<file path="config.mk">
export PLATFORM = sky130hd
export DESIGN_NAME = serial_adder
export DESIGN_NICKNAME = d
export VERILOG_FILES = /design/src/rtl/serial_adder.sv
export SDC_FILE = /design/constraint.sdc
export NUM_CORES = 1
export LEC_CHECK = 0
export CORE_MARGIN = 1.5
export CORE_UTILIZATION = 55
export CTS_CLUSTER_SIZE = 10
export DETAILED_ROUTE_END_ITERATION = 8
export GPL_TIMING_DRIVEN = 0
export PLACE_DENSITY = 0.84
export SLEW_MARGIN = 5
export SYNTH_ARGS = -nofsm -noshare
export SYNTH_HDL_FRONTEND = slang
export SYNTH_SLANG_ARGS = --single-unit
export TNS_END_PERCENT = 20
</file>
<file path="constraint.sdc">
create_clock -name clk -period 2.3 [get_ports clk]
set_clock_uncertainty 0.1 [all_clocks]
set_input_delay 0.69 -clock clk [delete_from_list [all_inputs] [get_ports clk]]
set_output_delay 0.69 -clock clk [all_outputs]
set_load 0.02 [all_outputs]
</file>
<file path="src/rtl/serial_adder.sv">
// rtl/serial_adder.sv - bit-serial adder/subtractor, STEP bits per clock, start/busy/done handshake
//
// Optional tri-state result bus: define SERIAL_ADDER_TRI_EN to add input oe and
// output y; y drives s while oe && done and floats otherwise.
//
// Operation latency is N = WIDTH/STEP clocks from the accepting edge to done.
// Subtraction is performed as a + ~b + 1: b is inverted at capture and the
// chain carry is seeded with 1, so cout=1 means "no borrow".

module serial_adder #(
  parameter int WIDTH = 8,
  parameter int STEP  = 1
) (
  input  logic             clk,
  input  logic             reset,
  input  logic             start,
  input  logic             sub,
  input  logic [WIDTH-1:0] a,
  input  logic [WIDTH-1:0] b,
  output logic             busy,
  output logic             done,
  output logic [WIDTH-1:0] s,
  output logic             cout,
  output logic             ovf
`ifdef SERIAL_ADDER_TRI_EN
  ,
  input  logic             oe,
  output tri   [WIDTH-1:0] y
`endif
);

  localparam int N  = WIDTH / STEP;
  localparam int CW = (N > 1) ? $clog2(N) : 1;
  localparam logic [CW-1:0] LAST = CW'(N - 1);

  // Reject parameter combinations that cannot be processed in whole chunks.
  generate
    if (WIDTH < 2) begin : g_width_check
      $error("serial_adder: WIDTH must be >= 2");
    end
    if (STEP < 1 || STEP > WIDTH) begin : g_step_range_check
      $error("serial_adder: STEP must be in 1..WIDTH");
    end else if ((WIDTH % STEP) != 0) begin : g_step_div_check
      $error("serial_adder: WIDTH must be a multiple of STEP");
    end
  endgenerate

  typedef enum logic [1:0] {
    ST_IDLE = 2'd0,
    ST_RUN  = 2'd1,
    ST_DONE = 2'd2
  } state_t;

  state_t           state;
  logic [WIDTH-1:0] op_a;
  logic [WIDTH-1:0] op_b;
  logic [WIDTH-1:0] sum_sr;
  logic [CW-1:0]    count;
  logic             carry;

  logic [STEP:0]    chain_c;
  logic [STEP-1:0]  chunk;
  logic [WIDTH-1:0] sum_next;

  // Cascade of STEP full-adder cells over the low chunk of the operand shifters.
  always_comb begin
    chain_c    = '0;
    chunk      = '0;
    chain_c[0] = carry;
    for (int i = 0; i < STEP; i++) begin
      chunk[i]       = op_a[i] ^ op_b[i] ^ chain_c[i];
      chain_c[i+1]   = (op_a[i] & op_b[i]) | (chain_c[i] & (op_a[i] ^ op_b[i]));
    end
  end

  // New chunk enters at the top of the sum register; after N chunks the LSB chunk sits at bit 0.
  always_comb begin
    sum_next = WIDTH'({chunk, sum_sr} >> STEP);
  end

  // Control FSM with registered handshake and result outputs.
  always_ff @(posedge clk) begin
    if (reset) begin
      state  <= ST_IDLE;
      op_a   <= '0;
      op_b   <= '0;
      sum_sr <= '0;
      count  <= '0;
      carry  <= 1'b0;
      busy   <= 1'b0;
      done   <= 1'b0;
      s      <= '0;
      cout   <= 1'b0;
      ovf    <= 1'b0;
    end else begin
      case (state)
        ST_IDLE, ST_DONE: begin
          if (start) begin
            op_a   <= a;
            op_b   <= sub ? ~b : b;
            carry  <= sub;
            count  <= '0;
            sum_sr <= '0;
            busy   <= 1'b1;
            done   <= 1'b0;
            state  <= ST_RUN;
          end
        end
        ST_RUN: begin
          op_a   <= op_a >> STEP;
          op_b   <= op_b >> STEP;
          sum_sr <= sum_next;
          carry  <= chain_c[STEP];
          count  <= count + CW'(1);
          if (count == LAST) begin
            // Last chunk holds the MSB: its incoming and outgoing carries give signed overflow.
            s     <= sum_next;
            cout  <= chain_c[STEP];
            ovf   <= chain_c[STEP-1] ^ chain_c[STEP];
            busy  <= 1'b0;
            done  <= 1'b1;
            state <= ST_DONE;
          end
        end
        default: begin
          state <= ST_IDLE;
          busy  <= 1'b0;
          done  <= 1'b0;
        end
      endcase
    end
  end

`ifdef SERIAL_ADDER_TRI_EN
  assign y = (oe && done) ? s : {WIDTH{1'bz}};
`endif

endmodule

</file>
==> flow_results.org, run 1 <==
** Status
- The run finished with clean final reports.

** Run
- Max-cap violations :: 0

** GRT
- Overall track demand over capacity in global routing :: 0.237
- After global routing the overflow that remains totals 0.
- Number of antenna violations at the first check in global routing :: 0
- First-pass GRT wire length :: slightly above 6000 um
- Number of global-route vias before repair :: 1,308
- Pin count of the biggest net entering global routing :: 13

** Worst setup path
- The setup check on the worst reg-to-reg path leaves a slack of between 700 and 800 ps.
- Cells on worst reg2reg path :: 6
- Biggest cell delay along the critical path :: 610 ps
- FF-to-FF Start :: count[0]
- Worst setup path class :: reg -> out
- The worst setup path is captured at an output port.
- Number of buffer and inverter instances along the worst setup path :: 1
- The largest individual stage delay along the critical path comes from the cell clkdlybuf4s50_1.
- Category of the worst setup path launch point :: flip-flop
- Arr. time, crit path :: 1320 ps
- Data on the critical path is required at its endpoint by roughly 1500 ps.
- In this run the critical register-to-register path is captured at state[1].
- CP top delay family :: buffers and inverters
- Worst Path Max Fanout :: 2
- The critical path goes through clkdlybuf4s50_1.

** Final layout
- From synthesis to final layout, the design area changed by 24.4%.
- Final Cell Area :: 2120 um^2
- Antenna diode count :: 0
- Of the cells placed in the final design, the portion with a size suffix greater than 1 is 0.0855.
- The net count of the finished layout is 256.

** Worst hold path
- Instance count along the most critical hold path :: 2
- The worst hold path terminates at s[1].
- Min-Delay Startpoint :: s[1]
- The path class of the tightest hold or removal check is reg -> reg.

** Power
- Cell internal power was estimated by the tool at 1.09 mW.
- Switching Fraction :: 0.245
- The analysis attributes to net switching a power of roughly 350 uW.
- The analysis attributes to cell leakage a power of 0.762 nW.
- Logic pwr share :: 0.131
- Part of the power in registers :: 0.526
- Across the VDD grid, the largest voltage drop is 480 uV.
- Clk network pwr share :: 0.343
- Dividing total power by cell area gives a power density of approximately 680 nW/um^2.

** Floorplanning
- Number of top-level pins :: 32
- Core outline area :: 3000 um^2
- Starting Density :: 0.568
- DIE AREA :: 3450 um^2
- The initialized floorplan defines 20 standard-cell rows.
- In this run the vertical extent of the chip is 58.7 um.
- Die width :: between 50 and 60 um

** Placed design
- Prior to clock tree synthesis, the placed netlist has a worst setup slack of 83.1 ps.
- HPWL Detailed :: 2360 um
- Cell area reported after detailed placement :: 2040 um^2
- Buffers added on ports :: 29
- Routability congestion estimate :: 0.790

** Logic synthesis
- Ranked by total cell area, the synthesized netlist is headed by dfxtp_1 48%, a21oi_1 11%, nand3_1 7.9%.
- Async S/R FF share, synth :: 0
- Cell type with the largest total area after synthesis :: dfxtp_1
- The share of the Yosys chip area taken by registers is 0.481.
- Post-synthesis instance area :: 1710 um^2
- Yosys printed 0 warnings.
- Fraction of synthesized cell area taken by the top area cell type :: 0.481
- Synth Area per Inst :: 8.66 um^2
- Dominant cell by count in the synthesized netlist :: dfxtp_1
- Count of different cell masters after synthesis :: 21
- Primary flip-flop cell chosen by synthesis mapping :: dfxtp_1
- In this run, synthesis produced a sequential element count of 41.
- Synthesis handed over a netlist of a little under 200 instances.
- Post-synth net total :: 220
- EDFF count, synth :: 0
- Most frequent cells after synthesis :: 41 x dfxtp_1, 39 x a21oi_1, 29 x nand2_1

** Clock network
- Clock-pin slew reported for the worst setup and hold paths after clock tree synthesis :: 110 ps
- The clock passes through at most 2 buffers.
- Root cell of the clock tree :: clkbuf_4
- Number of clock buffers inserted by TritonCTS :: 5
- The clock drives 41 sinks.
- TritonCTS built the clock tree.
- The H-tree was split into 2 levels.
- Number of buffers inserted to repair setup after CTS :: 0
- Post-cts sizing count :: 0
- At the later pin of the worst-skew pair, clock insertion delay measures approximately 370 ps.
- Hold bufs inserted after CTS :: 0

** STA
- Max-slew violations :: 0
- Max frequency :: 0.474 GHz
- Final hold slack :: 359 ps
- RSZ-0062 raised after global routing :: no
- The number of hold violations in the final report was 0.
- Setup slack on the critical path of the routed design comes to 188 ps.
- The smallest clock period supported by the final layout is computed as 2110 ps.
- For the pin with the worst max-slew slack, the measured transition is 522 ps.
- Worst slew margin relative to its limit :: 0.652
- Fin Setup TNS :: 0 ps
- Setup violations, final :: 0
- Final period util :: 0.918

** Routing
- In the routed design, unresolved DRC markers number 0.
- In the final routed layout, each cell accounts on average for 13.6 um.
- The routed layout has approximately 1,500 vias.
- The count of nets left with antenna violations once routing finished came out at 0.
- Number of search-and-repair iterations in the first detailed-routing pass :: 4
- The first routing iteration left 71 violations.
- Wire length after detailed routing :: approximately 3600 um
- Using the TritonRoute via totals, the vias-per-cell ratio works out to 5.61.
-- per-layer routing --
metal / track usage / wire length [um] / vias to the layer above
met3: 0.0791 / 116 / 8
met2: 0.379 / 1770 / 28
met4: 0.0682 / 72 / 0
li1: - / - / 754
met1: 0.306 / 1660 / 709
met5: 0 / 0 / -
-- cells in the final DEF (no fill, tap or decap) --
master            n
a211oi_1          1
a21oi_1          39
a22oi_1          15
and3b_1           1
buf_2             5
buf_4             4
buf_6             4
bufinv_16         1
clkbuf_1          6
clkbuf_4          5
clkbuf_8          1
clkdlybuf4s50_1  29
dfxtp_1          41
fa_1              1
ha_1              2
nand2_1          29
nand2b_1          3
nand3_1          27
nand3b_1          1
nor2_1            5
nor2b_1           2
o21a_1            1
o21ai_0           2
xnor2_1           1
xor2_1            8
-- cell type report --
type	count	area [um^2]
Buffer	18	119
Clock inverter	1	30.0
Timing Repair Buffer	29	290
Tap cell	33	41.3
Clock buffer	7	55.1
Sequential cell	41	821
Multi-Input combinational cell	138	767
Fill cell	259	880
-- power by group through the flow --
stage | clock (mW) | combinational (mW) | sequential, mW
final | 0.494 | 0.188 | 0.757
after detailed placement | 0 | 0.185 | 0.772
after floorplan | 0 | 0.121 | 0.770
after global placement | 0 | 0.182 | 0.771
after global routing | 0.537 | 0.206 | 0.761
after CTS | 0.492 | 0.188 | 0.756
-- registers in the layout, summed over array words and instances, names as in the netlist --
name and cells:
busy 1, cout 1, count 3, done 1, s 8, op_a 8, sum_sr 7, carry 1
ovf 1, state 2, op_b 8
-- metrics by stage --
step	utilization	cells	power, mW
after global placement	0.679	259	0.953
after global routing	0.707	267	1.50
after floorplan	-	197	0.891
after detailed placement	0.679	259	0.957
after CTS	0.707	267	1.44
final	0.707	267	1.44
-- cell families after synthesis --
group | share of synthesized area
simple gates | 0.182
flops | 0.481
xor+xnor | 0.0462
fa+ha+maj | 0.0264
buf+inv | 0.0696
compound gates | 0.195
-- how the worst max path moves through the flow --
stage,end,slack (ps),cells after the start,from
5_1_grt,busy,130,1,busy
2_1_floorplan,carry,760,5,start
4_1_cts,busy,200,1,busy
6_report,s[7],190,1,s[7]
3_3_place_gp,op_a[4],120,6,start
3_5_place_dp,op_a[4],80,6,start
Note: power is estimated with default switching activity, not from simulation.
==> inputs of run 2 (changes only) <==
- CAP_MARGIN: default -> 20
- HOLD_SLACK_MARGIN: default -> 0.06
- PLACE_DENSITY: 0.84 -> 0.91
==> run 2 against run 1 <==
Compared with the run above:
- critical path depth stayed put
- global-route usage is 0.84 points higher
- die area stayed put
- final area is 1.4% lower
- critical endpoint is now ovf
==> flow_results.org, run 2 (synthesized netlist as in run 1, its figures left out) <==
** STA
- The final max-slew violation count came to 0 (unchanged).
- The worst hold slack came to 359 ps (about the same).
- The clock period minus final worst setup slack was 2110 ps (about the same).
- The setup slack of the critical path after layout came to 192 ps (was 188 ps).
- Final period util :: 0.917 (was 0.918)
- Setup violations, final :: 0 (unchanged)
- The number of hold violations in the final report was 0 (unchanged).
- Max frequency :: 0.474 GHz (about the same)
- Fin Setup TNS :: 0 ps (unchanged)
- RSZ-0062 raised after global routing: no (unchanged).
- Worst Max-Slew Pin Slew :: 481 ps (was 522 ps)
- Worst slew margin relative to its limit :: 0.679 (was 0.652)

** Power
- Part of the power in registers :: 0.578 (was 0.526)
- Leakage power :: 0.748 nW (was 0.762 nW)
- The fraction of power consumed by combinational cells was 0.144 (was 0.131).
- The internal power was 972 uW (was 1.09 mW).
- The net load switching power came to 337 uW (was 353 uW).
- Clk network pwr share :: 0.278 (was 0.343)
- The power per standard cell area was 625 nW/um^2 (was 678 nW/um^2).
- The switching part of the total was 0.258 (was 0.245).
- Peak supply drop :: 459 uV (was 480 uV)

** Floorplanning
- The number of rows in the core area was 20 (unchanged).
- DIE AREA :: 3450 um^2 (unchanged)
- Die width :: 58.7 um (unchanged)
- The standard cell core area came to 3000 um^2 (unchanged).
- The initial core utilization came to 0.568 (unchanged).
- Die height :: 58.7 um (unchanged)
- The top-level I/O count is 32 (unchanged).

** GRT
- The all-layer global routing usage is 0.245 (was 0.237).
- The via count of the first global-routing pass was 1,463 (was 1,308).
- First-pass GRT wire length :: 6320 um (was 6050 um)
- Number of antenna violations at the first check in global routing :: 0 (unchanged)
- Final global-route overflow total :: 0 (unchanged)
- The pin count of the biggest net entering global routing came to 12 (was 13).

** Worst setup path
- The type of destination of the critical path is an output port (unchanged).
- Category of the worst setup path launch point :: flip-flop (unchanged)
- The start of the worst register-to-register path is count[0] (unchanged).
- Number of buffer and inverter instances along the worst setup path :: 1 (unchanged)
- Cell-by-cell trace of the critical path :: clkdlybuf4s50_1 (unchanged)
- The endpoint required time on the critical path is 1510 ps (about the same).
- The type of the setup path with the least slack is reg -> out (unchanged).
- The maximum fanout along the worst path came to 2 (unchanged).
- The cell with the largest stage delay on the worst path is clkdlybuf4s50_1 (unchanged).
- Cells on worst reg2reg path :: 6 (unchanged)
- The launch point of the critical path is ovf (was s[7]).
- CP top delay family :: buffers and inverters (unchanged)
- The delay of the slowest cell on the worst path was 610 ps (about the same).
- Arr. time, crit path :: 1320 ps (about the same)
- Setup slack of the worst register-to-register path :: 720 ps (was 730 ps)
- Logic depth of the worst path, buffers included :: 1 (unchanged)
- The critical register-to-register path endpoint is state[1] (unchanged).
- The end of the critical path is ovf (was s[7]).

** Placed design
- Routability congestion estimate :: 0.777 (was 0.790)
- The sum of net half-perimeters after detailed placement came to 2680 um (was 2360 um).
- Setup slack after placement :: 95.7 ps (was 83.1 ps)
- The number of buffer cells added on primary ports is 29 (unchanged).

** Final layout
- Antenna diode count :: 0 (unchanged)
- The fraction of final layout cells sized beyond drive strength 1 came to 0.0815 (was 0.0855).
- Nets :: 256 (unchanged)
- Post-Route Utilization :: 0.697 (was 0.707)
- Total of fill cells in the finished design :: 261 (was 259)
- Multi-input gate area :: 767 um^2 (unchanged)
- Most frequent standard cell in the layout excluding fill and tap cells :: dfxtp_1 (unchanged)
- Most used cells in the layout excluding fill and tap cells :: 41 x dfxtp_1, 39 x a21oi_1, 29 x nand2_1, 29 x clkdlybuf4s50_1, 27 x nand3_1 (unchanged)
- Leading registers by flop count: op_a x8, op_b x8, s x8 (unchanged).
- Sequential cell area :: 821 um^2 (unchanged)
- Area grow syn2layout :: 22.7% (was 24.4%)

** Clock network
- The post-CTS repair timing setup buffer count is 0 (unchanged).
- The number of H-tree levels was 2 (unchanged).
- The clock slew seen by the registers of the worst setup and hold paths was 110 ps (about the same).
- The clock insertion delay at the later pin of the skew report came to 340 ps (was 370 ps).
- Sinks on Clock Net :: 41 (unchanged)
- TritonCTS clock tree :: yes (unchanged)
- The number of buffers inserted by hold repair at cts is 0 (unchanged).
- The number of gates resized after CTS is 0 (unchanged).
- The maximum clock insertion buffer count came to 2 (unchanged).
- Root cell of the clock tree :: clkbuf_4 (unchanged)
- Number of clock buffers inserted by TritonCTS :: 5 (unchanged)

** Routing
- The routed wire length on met2 is 1950 um (was 1770 um).
- The average wire per cell in the routed design was 14.2 um (was 13.6 um).
- Met3 layer wire length in the routed design :: 213 um (was 116 um)
- Wire length after detailed routing :: 3770 um (was 3630 um)
- Via total after detailed routing :: 1,528 (was 1,499)
- The via-per-instance ratio is 5.74 (was 5.61).
- The post-detailed-route DRC marker count came to 0 (unchanged).
- The number of violations reported at the end of detailed-routing iteration 0 was 45 (was 71).
- The length of routed wiring on met1 is 1560 um (was 1660 um).
- The highest routing layer actually used is met4 (unchanged).
- Final antenna-violating net count :: 0 (unchanged)
- The length of the first detailed-routing pass in iterations came to 4 (unchanged).

** Worst hold path
- The path category of the worst min-delay check is reg -> reg (unchanged).
- The worst hold path depth came to 2 (unchanged).

** Status
- Outcome :: completed (unchanged)

** Run
- The number of maximum-capacitance violations came to 0 (unchanged).
-- run 2: changes by cell type in the layout (fill, tap and decap cells not counted), sizes merged --
cell	delta
bufinv	-1
-- run 2: power by group through the flow --
stage          Clock, mW  Sequential [mW]  Combinational [mW]
2_1_floorplan          0            0.770               0.121
3_3_place_gp           0            0.771               0.180
3_5_place_dp           0            0.773               0.187
4_1_cts            0.371            0.756               0.188
5_1_grt            0.402            0.760               0.207
6_report           0.364            0.757               0.188
-- run 2: stage by stage --
stage	instances	power [mW]	cell area, um^2
after detailed placement	259	0.960	2040
after floorplan	197	0.891	1710
final	266	1.31	2090
after global placement	259	0.951	2040
after global routing	266	1.37	2090
after CTS	266	1.32	2090
-- run 2: routing by layer --
layer | GRT usage | up-vias
met5 | 0 | -
met3 | 0.0615 | 4
li1 | - | 760
met2 | 0.422 | 59
met1 | 0.280 | 705
met4 | 0.127 | 0
-- run 2: worst min-delay path: stages (launching register included) --
cell and delay, ps:
dfxtp_1 320, nand2_1 50, a21oi_1 50
-- run 2: final cells by class --
cell class | count | share of cell area
Clock buffer | 7 | 0.0263
Buffer | 18 | 0.0568
Multi-Input combinational cell | 138 | 0.366
Timing Repair Buffer | 29 | 0.139
Tap cell | 33 | 0.0197
Sequential cell | 41 | 0.392
-- run 2: how the worst min path moves through the flow --
stage | start | endpoint | slack [ps]
2_1_floorplan | sum_sr[1] | s[0] | 330
3_3_place_gp | sum_sr[1] | s[0] | 340
3_5_place_dp | cout | cout | 350
4_1_cts | cout | cout | 360
5_1_grt | cout | cout | 390
6_report | cout | cout | 360
==> inputs of run 3 (changes only) <==
- CORE_UTILIZATION: 55 -> 57
- CTS_BUF_LIST: default -> sky130_fd_sc_hd__clkbuf_8
- PLACE_DENSITY: 0.91 -> 0.83
==> run 3 against run 2 <==
Compared with the run above:
- first-iteration DRC count rose by 91%
- highest routed layer unchanged
- non-clock buffer count did not move
- final area rose by 1.1%
- the run now ends with design-rule violations left
- routed wire length rose by 2.7%
- register-to-register slack got worse by 20 ps
- critical path depth did not move
==> flow_results.org, run 3 (synthesized netlist as in run 1, its figures left out) <==
** Floorplanning
- Site Rows :: 19 (was 20)
- The standard cell core area came to 2810 um^2 (was 3000 um^2).
- The floorplan die area is 3330 um^2 (was 3450 um^2).
- The vertical extent of the die was 57.7 um (was 58.7 um).
- The initial core utilization is 0.608 (was 0.568).
- The die span in x was 57.7 um (was 58.7 um).
- The top-level I/O count is 32 (unchanged).

** Clock network
- The CTS tree is yes (unchanged).
- Number of buffers inserted to repair setup after CTS :: 0 (unchanged)
- Hold bufs inserted after CTS :: 0 (unchanged)
- Max Root-Sink Buffers :: 2 (unchanged)
- The number of CTS-inserted buffers was 5 (unchanged).
- Clock-pin slew reported for the worst setup and hold paths after clock tree synthesis :: 70 ps (was 110 ps)
- The total number of clock tree sinks is 41 (unchanged).
- The clock insertion delay at the later pin of the skew report came to 290 ps (was 340 ps).
- The number of gates resized after CTS was 0 (unchanged).
- The clock tree root buffer cell is clkbuf_8 (was clkbuf_4).
- H-tree depth :: 2 (unchanged)

** Worst setup path
- The cell count along the critical path came to 1 (unchanged).
- Worst-path cell with the longest stage delay :: clkdlybuf4s50_1 (unchanged)
- Category of the worst setup path launch point :: flip-flop (unchanged)
- The kind of cell with the highest combined delay on the critical path was buffers and inverters (unchanged).
- Startpoint of the most critical setup path :: s[3] (was ovf)
- Worst Path Max Fanout :: 2 (unchanged)
- Cell-by-cell trace of the critical path: clkdlybuf4s50_1 (unchanged).
- FF-to-FF Start :: count[0] (unchanged)
- The endpoint required time on the critical path was 1510 ps (about the same).
- Number of buffer and inverter instances along the worst setup path :: 1 (unchanged)
- The number of cells traversed by the worst register-to-register path was 5 (was 6).
- The data arrival time of the critical path came to 1250 ps (was 1320 ps).
- The delay of the slowest cell on the worst path came to 620 ps (was 610 ps).
- Worst setup path class :: reg -> out (unchanged)
- Type of destination of the critical path :: output port (unchanged)

** STA
- Max frequency :: 0.491 GHz (was 0.474 GHz)
- Worst Max-Slew Pin Slew :: 542 ps (was 481 ps)
- Setup violations, final :: 0 (unchanged)
- Fin Setup TNS :: 0 ps (unchanged)
- Worst slew margin relative to its limit :: 0.638 (was 0.679)
- Final period util :: 0.885 (was 0.917)
- RSZ-0062 raised after global routing :: no (unchanged)
- Max-slew violations :: 0 (unchanged)
- The number of hold violations in the final report came to 0 (unchanged).
- The clock period minus final worst setup slack is 2040 ps (was 2110 ps).

** Placed design
- Buffers added on ports :: 29 (unchanged)
- Routability congestion estimate :: 0.773 (was 0.777)
- Total placed cells including tap cells :: 257 (was 259)
- The sum of net half-perimeters after detailed placement came to 2800 um (was 2680 um).
- Cell area reported after detailed placement :: 2040 um^2 (about the same)

** Final layout
- Area grow syn2layout :: 24.0% (was 22.7%)
- Leading registers by flop count :: op_a x8, op_b x8, s x8 (unchanged)
- Most frequent standard cell in the layout excluding fill and tap cells :: dfxtp_1 (unchanged)
- Total of fill cells in the finished design :: 212 (was 261)
- The post-layout net count was 256 (unchanged).
- The post-layout instance count excluding filler cells was 265 (was 266).
- Sequential cell area :: 821 um^2 (unchanged)
- The area of all placed cells without fillers was 2120 um^2 (was 2090 um^2).
- The area taken by multi-input logic gates was 767 um^2 (unchanged).
- Share of post-route cells with drive strength above 1 :: 0.0769 (was 0.0815)
- The diode insertion count for antenna repair was 0 (unchanged).
- Most used cells in the layout excluding fill and tap cells :: 41 x dfxtp_1, 39 x a21oi_1, 29 x nand2_1, 29 x clkdlybuf4s50_1, 27 x nand3_1 (unchanged)

** Routing
- The number of routed nets with antenna violations was 0 (unchanged).
- The vias after detailed routing was 1,552 (was 1,528).
- The number of violations reported at the end of detailed-routing iteration 0 is 86 (was 45).
- The length of the first detailed-routing pass in iterations was 6 (was 4).
- Wire length after detailed routing :: 3870 um (was 3770 um)
- Average wire per standard cell :: 14.6 um (was 14.2 um)
- Detailed-route vias per instance :: 5.86 (was 5.74)
- The post-detailed-route DRC marker count is 4 (was 0).

** Power
- The standby leakage power came to 0.768 nW (was 0.748 nW).
- The power per standard cell area was 652 nW/um^2 (was 625 nW/um^2).
- Switching component of the power :: 351 uW (was 337 uW)
- The fraction of power consumed by combinational cells came to 0.137 (was 0.144).
- The switching part of the total was 0.255 (was 0.258).
- Clk network pwr share :: 0.314 (was 0.278)
- The internal power came to 1.03 mW (was 972 uW).
- The worst voltage drop across the vdd grid came to 430 uV (was 459 uV).
- The share of power burned in registers was 0.549 (was 0.578).

** GRT
- First-pass GRT wire length :: 6280 um (was 6320 um)
- Number of antenna violations at the first check in global routing :: 0 (unchanged)
- The overall overflow remaining after global route is 0 (unchanged).
- The pin count of the biggest net entering global routing was 12 (unchanged).
- Number of global-route vias before repair :: 1,491 (was 1,463)
- The all-layer global routing usage came to 0.246 (was 0.245).

** Status
- Violations in the final reports :: design-rule violations
- Outcome :: complete, but fails checks (was completed)

** Worst hold path
- The startpoint of the tightest hold check path is cout (unchanged).
- Instance count along the most critical hold path :: 2 (unchanged)
- Class of the tightest hold or removal check :: reg -> reg (unchanged)

** Run
- The number of maximum-capacitance violations was 0 (unchanged).
## run 3: cell types whose count changed in the layout (fill, tap and decap cells not counted)
cell      change
inv_1         +3
clkbuf_4      -5
clkbuf_8      +4
clkbuf_1      -1
## run 3: area by class of cell
type	count	area share
clock buffers	5	0.0325
well taps	31	0.0183
repair buffers	29	0.137
multi-input cells	138	0.363
plain buffers	18	0.0562
clock inverters	3	0.00532
flip-flops and latches	41	0.388
## run 3: metrics by stage
stage	hold WS, ps	total power, mW	setup WS (ps)	util
finish	355	1.38	265	0.754
global placement	342	0.950	159	0.726
detailed placement	346	0.960	65.1	0.726
CTS	356	1.38	257	0.754
floorplan	332	0.891	756	-
global route	384	1.43	224	0.754
## run 3: metal layers
| metal | vias to the layer above | wire length (um) | share of wire | track usage |
|---|---|---|---|---|
| li1 | 751 | - | - | - |
| met1 | 736 | 1570 | 0.41 | 0.288 |
| met2 | 60 | 1990 | 0.51 | 0.422 |
| met3 | 5 | 253 | 0.065 | 0.0670 |
| met4 | 0 | 55 | 0.014 | 0.106 |
| met5 | - | 0 | 0 | 0 |
## run 3: power groups by stage
stage / Combinational [mW] / Sequential [mW] / Clock [mW]
floorplan: 0.121 / 0.770 / 0
global placement: 0.179 / 0.771 / 0
detailed placement: 0.187 / 0.773 / 0
CTS: 0.188 / 0.757 / 0.438
global route: 0.205 / 0.760 / 0.466
finish: 0.189 / 0.757 / 0.433
## run 3: path summary, 6_finish.rpt
kind	end	slack (ps)
worst max-delay path	s[3]	260
worst min-delay path	cout	360
worst max register to register	ovf	700
worst min register to register	cout	360
